$ cat config.mk
export PLATFORM = sky130hd
export DESIGN_NAME = gpr_wb_arb_flat
export DESIGN_NICKNAME = d
export VERILOG_FILES = /design/src/rtl/gpr_wb_arb_if.sv /design/src/rtl/gpr_wb_arb.sv /design/src/flat_wrapper.sv
export SDC_FILE = /design/constraint.sdc
export NUM_CORES = 1
export LEC_CHECK = 0
export CAP_MARGIN = 40
export CORE_UTILIZATION = 25
export DETAILED_ROUTE_END_ITERATION = 8
export GPL_ROUTABILITY_DRIVEN = 0
export GPL_TIMING_DRIVEN = 0
export MAX_ROUTING_LAYER = met4
export PLACE_DENSITY = 0.52
export RECOVER_POWER = 100
export REMOVE_ABC_BUFFERS = 1
export SLEW_MARGIN = 20
export SYNTH_ARGS = -nofsm -noshare
export SYNTH_HDL_FRONTEND = slang
export SYNTH_SLANG_ARGS = --single-unit
export TNS_END_PERCENT = 30
$ cat constraint.sdc
create_clock -name clk_ -period 6.06 [get_ports clk_]
set_clock_uncertainty 0.2 [all_clocks]
set_input_delay 1.212 -clock clk_ [delete_from_list [all_inputs] [get_ports clk_]]
set_output_delay 1.212 -clock clk_ [all_outputs]
set_load 0.01 [all_outputs]
$ cat src/rtl/gpr_wb_arb_if.sv
// Write-back bus between the two requesters, the read-compare ports and the
// register-file write port. The arbiter uses the slave view.
interface gpr_wb_arb_if #(
    parameter int REG_ADDR_W = 5,
    parameter int DATA_W     = 32
);
    logic                  a_req_;
    logic [REG_ADDR_W-1:0] a_addr;
    logic [DATA_W-1:0]     a_data;
    logic                  a_stall_;
    logic                  b_req_;
    logic [REG_ADDR_W-1:0] b_addr;
    logic [DATA_W-1:0]     b_data;
    logic                  b_stall_;
    logic [REG_ADDR_W-1:0] rd_addr_0;
    logic [REG_ADDR_W-1:0] rd_addr_1;
    logic                  fwd_hit_0_;
    logic                  fwd_hit_1_;
    logic [DATA_W-1:0]     fwd_data_0;
    logic [DATA_W-1:0]     fwd_data_1;
    logic                  we_;
    logic [REG_ADDR_W-1:0] wr_addr;
    logic [DATA_W-1:0]     wr_data;
    logic                  idle;

    modport master (
        output a_req_, a_addr, a_data, b_req_, b_addr, b_data, rd_addr_0, rd_addr_1,
        input  a_stall_, b_stall_, fwd_hit_0_, fwd_hit_1_, fwd_data_0, fwd_data_1,
               we_, wr_addr, wr_data, idle
    );

    modport slave (
        input  a_req_, a_addr, a_data, b_req_, b_addr, b_data, rd_addr_0, rd_addr_1,
        output a_stall_, b_stall_, fwd_hit_0_, fwd_hit_1_, fwd_data_0, fwd_data_1,
               we_, wr_addr, wr_data, idle
    );
endinterface

$ cat src/rtl/gpr_wb_arb.sv
// Register-file write-port arbiter: port A has priority, losing port-B writes
// queue in a small FIFO with squash, forwarding compares and a starvation limit.
module gpr_wb_arb #(
    parameter int REG_ADDR_W = 5,
    parameter int DATA_W     = 32,
    parameter int DEPTH      = 2,
    parameter int STARVE_MAX = 4
) (
    input logic         clk_,
    input logic         reset,
    gpr_wb_arb_if.slave bus
);
    localparam int PTR_W = $clog2(DEPTH);
    localparam int CNT_W = $clog2(DEPTH + 1);
    localparam int SC_W  = $clog2(STARVE_MAX + 1);

    typedef enum logic {NORM, FORCE} state_t;

    state_t                state_reg, state_next;
    logic [CNT_W-1:0]      count_reg, count_next;
    logic [SC_W-1:0]       sc_reg, sc_next;
    logic [PTR_W-1:0]      rd_ptr_reg, rd_ptr_next, wr_ptr_reg, wr_ptr_next;
    logic [DEPTH-1:0]      vld_reg, vld_next, squash;
    logic [REG_ADDR_W-1:0] fifo_addr_reg [DEPTH];
    logic [DATA_W-1:0]     fifo_data_reg [DEPTH];
    logic                  we_reg, we_next;
    logic [REG_ADDR_W-1:0] wr_addr_reg, wr_addr_next;
    logic [DATA_W-1:0]     wr_data_reg, wr_data_next;

    logic is_force, full, nonempty, a_win, b_acc, direct_b, pop, push;

    assign is_force = (state_reg == FORCE);
    assign full     = (count_reg == CNT_W'(DEPTH));
    assign nonempty = (count_reg != '0);
    assign a_win    = !is_force && !bus.a_req_;
    assign b_acc    = !bus.b_req_ && !full;
    assign pop      = nonempty && (is_force || !a_win);
    assign direct_b = !is_force && !a_win && !nonempty && b_acc;
    // A same-address B beside a winning A is older, so it is dropped outright.
    assign push     = b_acc && !direct_b && !(a_win && (bus.b_addr == bus.a_addr));

    generate
        for (genvar gi = 0; gi < DEPTH; gi++) begin : g_slot
            assign squash[gi]   = a_win && vld_reg[gi] && (fifo_addr_reg[gi] == bus.a_addr);
            assign vld_next[gi] = (vld_reg[gi] && !squash[gi] && !(pop && (rd_ptr_reg == PTR_W'(gi))))
                                  || (push && (wr_ptr_reg == PTR_W'(gi)));
        end
    endgenerate

    always_comb begin
        state_next   = state_reg;
        sc_next      = sc_reg;
        count_next   = count_reg;
        rd_ptr_next  = rd_ptr_reg;
        wr_ptr_next  = wr_ptr_reg;
        we_next      = 1'b1;
        wr_addr_next = wr_addr_reg;
        wr_data_next = wr_data_reg;

        if (a_win) begin
            we_next      = 1'b0;
            wr_addr_next = bus.a_addr;
            wr_data_next = bus.a_data;
        end else if (pop) begin
            if (vld_reg[rd_ptr_reg]) begin
                we_next      = 1'b0;
                wr_addr_next = fifo_addr_reg[rd_ptr_reg];
                wr_data_next = fifo_data_reg[rd_ptr_reg];
            end
        end else if (direct_b) begin
            we_next      = 1'b0;
            wr_addr_next = bus.b_addr;
            wr_data_next = bus.b_data;
        end

        if (pop)  rd_ptr_next = rd_ptr_reg + PTR_W'(1);
        if (push) wr_ptr_next = wr_ptr_reg + PTR_W'(1);
        case ({push, pop})
            2'b10:   count_next = count_reg + CNT_W'(1);
            2'b01:   count_next = count_reg - CNT_W'(1);
            default: count_next = count_reg;
        endcase

        if (pop)
            sc_next = '0;
        else if (a_win && nonempty)
            sc_next = sc_reg + SC_W'(1);

        case (state_reg)
            NORM: begin
                if (sc_next == SC_W'(STARVE_MAX))
                    state_next = FORCE;
            end
            FORCE: begin
                sc_next    = '0;
                state_next = NORM;
            end
            default: state_next = NORM;
        endcase
    end

    always_ff @(posedge clk_ or negedge reset) begin
        if (!reset) begin
            state_reg   <= NORM;
            count_reg   <= '0;
            sc_reg      <= '0;
            rd_ptr_reg  <= '0;
            wr_ptr_reg  <= '0;
            vld_reg     <= '0;
            we_reg      <= 1'b1;
            wr_addr_reg <= '0;
            wr_data_reg <= '0;
        end else begin
            state_reg   <= state_next;
            count_reg   <= count_next;
            sc_reg      <= sc_next;
            rd_ptr_reg  <= rd_ptr_next;
            wr_ptr_reg  <= wr_ptr_next;
            vld_reg     <= vld_next;
            we_reg      <= we_next;
            wr_addr_reg <= wr_addr_next;
            wr_data_reg <= wr_data_next;
        end
    end

    // Payload needs no reset: nothing reads it unless the slot's valid bit is set.
    always_ff @(posedge clk_) begin
        if (push) begin
            fifo_addr_reg[wr_ptr_reg] <= bus.b_addr;
            fifo_data_reg[wr_ptr_reg] <= bus.b_data;
        end
    end

    logic              hit_0, hit_1;
    logic [DATA_W-1:0] data_0, data_1;
    logic [PTR_W-1:0]  slot;

    // Walk oldest to youngest so the last match seen is the youngest.
    always_comb begin
        hit_0  = 1'b0;
        hit_1  = 1'b0;
        data_0 = '0;
        data_1 = '0;
        slot   = '0;
        for (int k = 0; k < DEPTH; k++) begin
            slot = rd_ptr_reg + PTR_W'(k);
            if (vld_reg[slot] && (fifo_addr_reg[slot] == bus.rd_addr_0)) begin
                hit_0  = 1'b1;
                data_0 = fifo_data_reg[slot];
            end
            if (vld_reg[slot] && (fifo_addr_reg[slot] == bus.rd_addr_1)) begin
                hit_1  = 1'b1;
                data_1 = fifo_data_reg[slot];
            end
        end
    end

    assign bus.a_stall_   = !is_force;
    assign bus.b_stall_   = !full;
    assign bus.idle       = !nonempty && we_reg;
    assign bus.fwd_hit_0_ = !hit_0;
    assign bus.fwd_hit_1_ = !hit_1;
    assign bus.fwd_data_0 = data_0;
    assign bus.fwd_data_1 = data_1;
    assign bus.we_        = we_reg;
    assign bus.wr_addr    = wr_addr_reg;
    assign bus.wr_data    = wr_data_reg;
endmodule

$ cat src/flat_wrapper.sv
// flat-port wrapper written by rule: the top's interface ports become plain ports
module gpr_wb_arb_flat 
#(
    parameter int REG_ADDR_W = 5,
    parameter int DATA_W     = 32,
    parameter int DEPTH      = 2,
    parameter int STARVE_MAX = 4
)
  (clk_, reset, bus_a_req_, bus_a_addr, bus_a_data, bus_b_req_, bus_b_addr, bus_b_data, bus_rd_addr_0, bus_rd_addr_1, bus_a_stall_, bus_b_stall_, bus_fwd_hit_0_, bus_fwd_hit_1_, bus_fwd_data_0, bus_fwd_data_1, bus_we_, bus_wr_addr, bus_wr_data, bus_idle);
  gpr_wb_arb_if #(.REG_ADDR_W(REG_ADDR_W), .DATA_W(DATA_W)) bus_i ();
  input logic clk_;
  input logic reset;
  input wire logic [$bits(bus_i.a_req_)-1:0] bus_a_req_;
  input wire logic [$bits(bus_i.a_addr)-1:0] bus_a_addr;
  input wire logic [$bits(bus_i.a_data)-1:0] bus_a_data;
  input wire logic [$bits(bus_i.b_req_)-1:0] bus_b_req_;
  input wire logic [$bits(bus_i.b_addr)-1:0] bus_b_addr;
  input wire logic [$bits(bus_i.b_data)-1:0] bus_b_data;
  input wire logic [$bits(bus_i.rd_addr_0)-1:0] bus_rd_addr_0;
  input wire logic [$bits(bus_i.rd_addr_1)-1:0] bus_rd_addr_1;
  output wire logic [$bits(bus_i.a_stall_)-1:0] bus_a_stall_;
  output wire logic [$bits(bus_i.b_stall_)-1:0] bus_b_stall_;
  output wire logic [$bits(bus_i.fwd_hit_0_)-1:0] bus_fwd_hit_0_;
  output wire logic [$bits(bus_i.fwd_hit_1_)-1:0] bus_fwd_hit_1_;
  output wire logic [$bits(bus_i.fwd_data_0)-1:0] bus_fwd_data_0;
  output wire logic [$bits(bus_i.fwd_data_1)-1:0] bus_fwd_data_1;
  output wire logic [$bits(bus_i.we_)-1:0] bus_we_;
  output wire logic [$bits(bus_i.wr_addr)-1:0] bus_wr_addr;
  output wire logic [$bits(bus_i.wr_data)-1:0] bus_wr_data;
  output wire logic [$bits(bus_i.idle)-1:0] bus_idle;
  assign bus_i.a_req_ = bus_a_req_;
  assign bus_i.a_addr = bus_a_addr;
  assign bus_i.a_data = bus_a_data;
  assign bus_i.b_req_ = bus_b_req_;
  assign bus_i.b_addr = bus_b_addr;
  assign bus_i.b_data = bus_b_data;
  assign bus_i.rd_addr_0 = bus_rd_addr_0;
  assign bus_i.rd_addr_1 = bus_rd_addr_1;
  assign bus_a_stall_ = bus_i.a_stall_;
  assign bus_b_stall_ = bus_i.b_stall_;
  assign bus_fwd_hit_0_ = bus_i.fwd_hit_0_;
  assign bus_fwd_hit_1_ = bus_i.fwd_hit_1_;
  assign bus_fwd_data_0 = bus_i.fwd_data_0;
  assign bus_fwd_data_1 = bus_i.fwd_data_1;
  assign bus_we_ = bus_i.we_;
  assign bus_wr_addr = bus_i.wr_addr;
  assign bus_wr_data = bus_i.wr_data;
  assign bus_idle = bus_i.idle;
  gpr_wb_arb #(.REG_ADDR_W(REG_ADDR_W), .DATA_W(DATA_W), .DEPTH(DEPTH), .STARVE_MAX(STARVE_MAX)) u_core (.clk_(clk_), .reset(reset), .bus(bus_i));
endmodule
## Word-level counts from Yosys, hierarchy flattened

Memory sizes are Yosys's and may differ from the RTL's.
Index checks and enable logic that the tools add are counted.

| cells by class | value |
|---|---|
| mux-type cells | 32 |
| reduce and logical (&&, ||, !) cells | 48 |
| bitwise gates (word level) | 3 |
| $lt $le $gt $ge | 2 |
| eq/ne operators | 12 |
| add/subtract/negate cells | 5 |

Operator list:

| kind | count |
|---|---|
| $mux 32 | 8 |
| $eq 5x5->1 | 7 |
| $logic_and 1x1->1 | 27 |
| $mux 5 | 4 |
| $mux 1 | 15 |
| $logic_not 1->1 | 14 |
| $mux 3 | 3 |
| $eq 2x2->1 const B | 2 |
| $lt 1x2->1 const B | 2 |
| $pmux 2 s2 | 1 |
| $reduce_bool 2->1 | 2 |
| $add 3x1->3 const B | 1 |
| $eq 3x3->1 const B | 1 |
| $logic_or 1x1->1 | 3 |
| $ne 3x2->1 const B | 1 |
| $not 1->1 | 3 |
| $reduce_bool 3->1 | 1 |
| $add 1x1->1 const B | 2 |
| $add 2x1->2 const B | 1 |
| $eq 2x1->1 const B | 1 |
| $pmux 1 s2 | 1 |
| $reduce_and 2->1 | 1 |
| $sub 2x1->2 const B | 1 |

| storage, ports and cells | value |
|---|---|
| output and inout bits | 107 |
| register bits after elaboration | 48 |
| logic and storage cells | 113 |
| memory bits (writable) | 74 |
| memories | 2 |

Memory list:

| name | words | width | rd ports | clocked after Yosys merged registers in | wr ports | line | text |
|---|---|---|---|---|---|---|---|
| u_core.fifo_data_reg | 2 | 32 | 2 | 0 | 1 | gpr_wb_arb.sv:25 | `logic [DATA_W-1:0] fifo_data_reg [DEPTH];` |
| u_core.fifo_addr_reg | 2 | 5 | 4 | 0 | 1 | gpr_wb_arb.sv:24 | `logic [REG_ADDR_W-1:0] fifo_addr_reg [DEPTH];` |

## Logic depth before layout (Yosys ltp)

| depth | value |
|---|---|
| word-level depth | 11 |
| mapped depth | 11 |
| depth with buffers taken out | 7 |

## Worst setup path after synthesis

No wires, ideal clock.

| path | value |
|---|---|
| path kind | input to output |
| start point | in bus_rd_addr_0[0] |
| end point | out bus_fwd_data_0[24] |
| path buffers | 3 |
| data required time | 4648 ps |
| slack | 1947 ps |
| cell stages on the path | 7 |
| data arrival time | 2701 ps |
| path through | nor2b_1 o32a_1 buf_2 clkbuf_1 clkbuf_1 nor3_1 or3_1 |

| between the ends | value |
|---|---|
| longest elaborated chain between the ends | 4 |
| elaborated cells between the ends (all ways) | 6 |
| those cells by class | eq/ne (2); mux (2); reduce/logical (2) |

RTL lines:

| what | line | text |
|---|---|---|
| start, declared | flat_wrapper.sv:19 | `input wire logic [$bits(bus_i.rd_addr_0)-1:0] bus_rd_addr_0;` |
| $eq 5x5->1 | gpr_wb_arb.sv:147 | `if (vld_reg[slot] && (fifo_addr_reg[slot] == bus.rd_addr_0)) begin` |
| $logic_and 1x1->1 | gpr_wb_arb.sv:147 |  |
| $mux 32 | gpr_wb_arb.sv:147 |  |
| $mux 32 * | gpr_wb_arb.sv:147 |  |
| end, declared | flat_wrapper.sv:25 | `output wire logic [$bits(bus_i.fwd_data_0)-1:0] bus_fwd_data_0;` |

Mark *: on every way between the ends. The rest lies on a longest branch, timed or not.

## Worst setup path in the final report

| path | value |
|---|---|
| start point | reg u_core.rd_ptr_reg |
| end point | out bus_fwd_data_1[1] |

| between the ends | value |
|---|---|
| longest elaborated chain between the ends | 5 |
| elaborated cells between the ends (all ways) | 13 |
| those cells by class | add/sub (1); eq/ne (2); mux (6); reduce/logical (2); memory (2) |

RTL lines:

| what | line | text |
|---|---|---|
| start, declared | gpr_wb_arb.sv:22 | `logic [PTR_W-1:0] rd_ptr_reg, rd_ptr_next, wr_ptr_reg, wr_ptr_next;` |
| start signal, assigned | gpr_wb_arb.sv:117 | `rd_ptr_reg <= rd_ptr_next;` |
| $add 1x1->1, or another cell as far along | gpr_wb_arb.sv:146 | `slot = rd_ptr_reg + PTR_W'(k);` |
| $mem_v2 2x5, or another cell as far along | n/a |  |
| $eq 5x5->1, or another cell as far along | gpr_wb_arb.sv:151 | `if (vld_reg[slot] && (fifo_addr_reg[slot] == bus.rd_addr_1)) begin` |
| $logic_and 1x1->1 or $mux 32 (tied branches) | gpr_wb_arb.sv:151 |  |
| $mux 32 * | gpr_wb_arb.sv:151 |  |
| end, declared | flat_wrapper.sv:26 | `output wire logic [$bits(bus_i.fwd_data_1)-1:0] bus_fwd_data_1;` |

Mark *: on every way between the ends. The rest lies on a longest branch, timed or not. The select of a mux whose other input is x is not followed.

==> impl_metrics.yaml <==
yosys:
  synth_area_leaders: "edfxtp_1 26%, dfrtp_1 14%, nor3_1 9.6%"
  synth_top_area_cell: "edfxtp_1"
  syn_area_um2: 8700
  synth_seq_cells: 122
  yosys_warnings: 0
  synthArstFlopShare: 0.393
  postSynthAreaPerCell_um2: 8.63
  synth.distinct_cells: 51
  synth_enable_flop_cells: 74
  yosysTopAreaCellShare: 0.255
  ys_seq_area_frac: 0.394
  synthFlopType: "edfxtp_1"
  synth_cells: 1008
floorplan:
  dieArea_um2: 35500
  die_w_um: 189
  ios: 195
  fp.dieH_um: 189
  rows: 67
  start_util: 0.257
  coreArea_um2: 33900
timing:
  fin_tns_setup_ps: 0
  setup_viol: 0
  holdWs_ps: 304
  fmax_ghz: 0.174
  post-route-period-util: 0.948
  grt_setup_unrepaired: "false"
  min_period_ps: 5750
  slew_viol_final: 30
  worst_pin_slew_ps: 1900
  hold_violations: 0
  max_slew_margin: -0.268
hold_path:
  hold_class: "flop to flop"
  min_from: "u_core.wr_ptr_reg"
  holdPathStages: 1
  holdPathEnd: "u_core.wr_ptr_reg"
final_layout:
  largest_register_ffs: 64
  fin_nets: 1240
  fillers: 3490
  areaGrowthSynthToFinish_pct: 36.9
  final_layout_size_suffix_gt1_frac: 0.0800
  stdcell_count: 1613
drt:
  ant_nets: 0
  wl_per_cell_um: 19.3
  drt_pass1_iterations: 5
  drt_iter0_drc: 548
  vias: 8441
  avgViaCountPerCell: 5.23
  drt_wl_total_mm: 31.1
  drc_errors: 0
worst_setup_path:
  reg2reg_slack_ps: 1300
  arrival_ps: 4330
  startpoint_type: "flop"
  crit_path_cell_trace: "buf_16, mux2i_1, and2_4, buf_4, nor3_1, o221a_2, or2_1, clkdlybuf4s50_1"
  crit_fanout: 77
  cpPeakStageDelay_ps: 830
  crit_path_top_delay_cell: "dfrtp_4"
  cp_num_buf_inv: 3
  worstPathRequired_ps: 4650
  crit_path_end_kind: "output pin"
  worst-r2r-cell-count: 5
  worstSetupPathDepth: 8
  r2r_start: "u_core.is_force"
  cp_top_family: "buffers and inverters"
  crit_type: "flop to output pin"
  r2r_end: "u_core.fifo_data_reg[1][5]"
placement:
  placed_cells: 1574
  place.detailed.hpwl_mm: 21.4
  io_buffer_count: 194
power:
  switching_share: 0.442
  power.internal_uw: 2910
  clkPwrFrac: 0.211
  power_density_nw_per_um2: 438
  p_switching_uw: 2300
  seq_power_share: 0.265
  comb_power_share: 0.524
  leakage_uw: 0.00421
  vdd_drop_max_uv: 195
clock_tree:
  htreeDepth: 4
  cts_root_buf: "clkbuf_16"
  clock_sinks: 122
  ctsResizeCount: 0
  cts_buffers: 17
  clk_pin_slew_worst_paths_ps: 70
  clock_latency_ps: 440
  cts_tree: "done"
  cts_buffer_depth: 2
global_routing:
  grt_max_degree: 78
  grt_pass1_vias: 8066
  antenna_found_initial: 2
  grt_pass1_wl_mm: 46.4
  grt_overflow_total: 0
  met2_usage: 0.279
  grt-busiest-layer: "met2"
  grtUsageMet3: 0.0399
  grt_use_total: 0.176
  grt_use_met1: 0.224
flow_run:
  cap_violations: 1
outcome:
  violations: "capacitance limit, slew limit"
  status: "complete, but fails checks"
worst reg2reg max path, stage by stage (launching register included):
cell,delay (ps)
dfrtp_1,520
nor2_1,350
a311o_1,430
nor2_1,870
clkbuf_1,980
clkbuf_1,990
worst max path at each step:
stage          slack (ps)                  to         startpoint
2_1_floorplan       -1640  bus_fwd_data_0[31]  u_core.rd_ptr_reg
3_3_place_gp        -5210  bus_fwd_data_0[31]  u_core.rd_ptr_reg
3_5_place_dp          380   bus_fwd_data_0[9]   bus_rd_addr_0[3]
4_1_cts               140   bus_fwd_data_0[9]  u_core.rd_ptr_reg
5_1_grt                50  bus_fwd_data_0[19]  u_core.rd_ptr_reg
6_report              310   bus_fwd_data_1[1]  u_core.rd_ptr_reg
final cells by class:
cell class,count,area [um^2],area share
Antenna cell,2,5.00,0.000420
Clock buffer,19,453,0.0380
Clock inverter,13,168,0.0141
Inverter,9,33.8,0.00284
Multi-Input combinational cell,769,4830,0.406
Sequential cell,122,3430,0.288
Tap cell,448,561,0.0471
Timing Repair Buffer,231,2430,0.204
cells in the final DEF (no fill, tap or decap), drive strengths merged, types with 3 or more instances in the layout:
cell type | Yosys | layout
o221ai | 16 | 16
buf | 45 | 27
a211o | 12 | 12
a211oi | 37 | 37
o221a | 49 | 49
xor2 | 17 | 17
clkinv | 0 | 6
o211ai | 3 | 3
nor3 | 167 | 167
nand2b | 68 | 68
xnor2 | 16 | 16
dfrtp | 47 | 47
or2 | 32 | 32
a311oi | 32 | 32
nor2 | 84 | 84
a21oi | 82 | 82
inv | 9 | 11
nand2 | 85 | 85
dlygate4sd3 | 0 | 95
clkdlybuf4s50 | 0 | 98
and2 | 3 | 3
or3 | 22 | 22
bufinv | 0 | 3
mux2i | 10 | 10
clkbuf | 64 | 30
edfxtp | 74 | 74
nor2b | 5 | 5
nor4 | 4 | 4
kinds of logic after synthesis:
family | Yosys count | share of synthesized area
AOI/OAI and AO/OA | 247 | 0.220
xor gates and xnor gates | 33 | 0.0358
adders and majority gates | 2 | 0.00288
buffers and inverters | 118 | 0.0595
DFF | 122 | 0.394
muxes | 10 | 0.0132
and+or+nand+nor | 476 | 0.275
metal layers:
metal / up-vias / routed length, um
met2: 287 / 14600
met5: - / 0
met3: 29 / 1710
met4: 0 / 377
met1: 4058 / 14400
li1: 4067 / -
synthesized netlist by cell type (2+ instances only):
cell      instances
a311oi_1         32
edfxtp_1         74
buf_4             3
nor4_1            2
a21oi_1          82
xor2_1           14
ha_1              2
nor2b_1           5
and2_1            3
inv_1             9
or3_1            22
xnor2_1          16
or2_1            31
nand4b_1          2
xor2_2            3
o22ai_1           2
buf_2            27
a211oi_1         37
o221a_2          11
mux2i_1           6
a31o_2            2
o211ai_1          3
o21ai_0           2
o221a_1          38
dfrtp_1          47
nand2b_1         68
o32a_1            2
a211o_1          12
nor2_1           84
o21a_1            2
o221ai_1         16
clkbuf_1         64
buf_1            11
mux2i_2           4
nor3_1          167
buf_6             4
nand2_1          85
power by group through the flow:
stage | clock network (uW) | registers (uW) | logic, uW
after floorplan | 0 | 1470 | 1460
after global placement | 0 | 1480 | 2510
after detailed placement | 0 | 1400 | 2850
after CTS | 1140 | 1390 | 2860
after global routing | 1160 | 1430 | 2970
final | 1100 | 1380 | 2730
timing repair:
action                                  4_1_cts  5_1_grt
endpoints found under the setup margin        0       11
setup buffers                                 0        4
hold buffers                                  0        0
stage by stage:
step,utilization,setup WS [ps],total power (uW),area (um^2)
after floorplan,-,-1640,2930,8220
after global placement,0.316,-5210,3990,10700
after detailed placement,0.339,383,4260,11500
after CTS,0.358,140,5390,12100
after global routing,0.352,47.8,5560,11900
final,0.352,313,5220,11900
(Power assumes the default switching activity.)
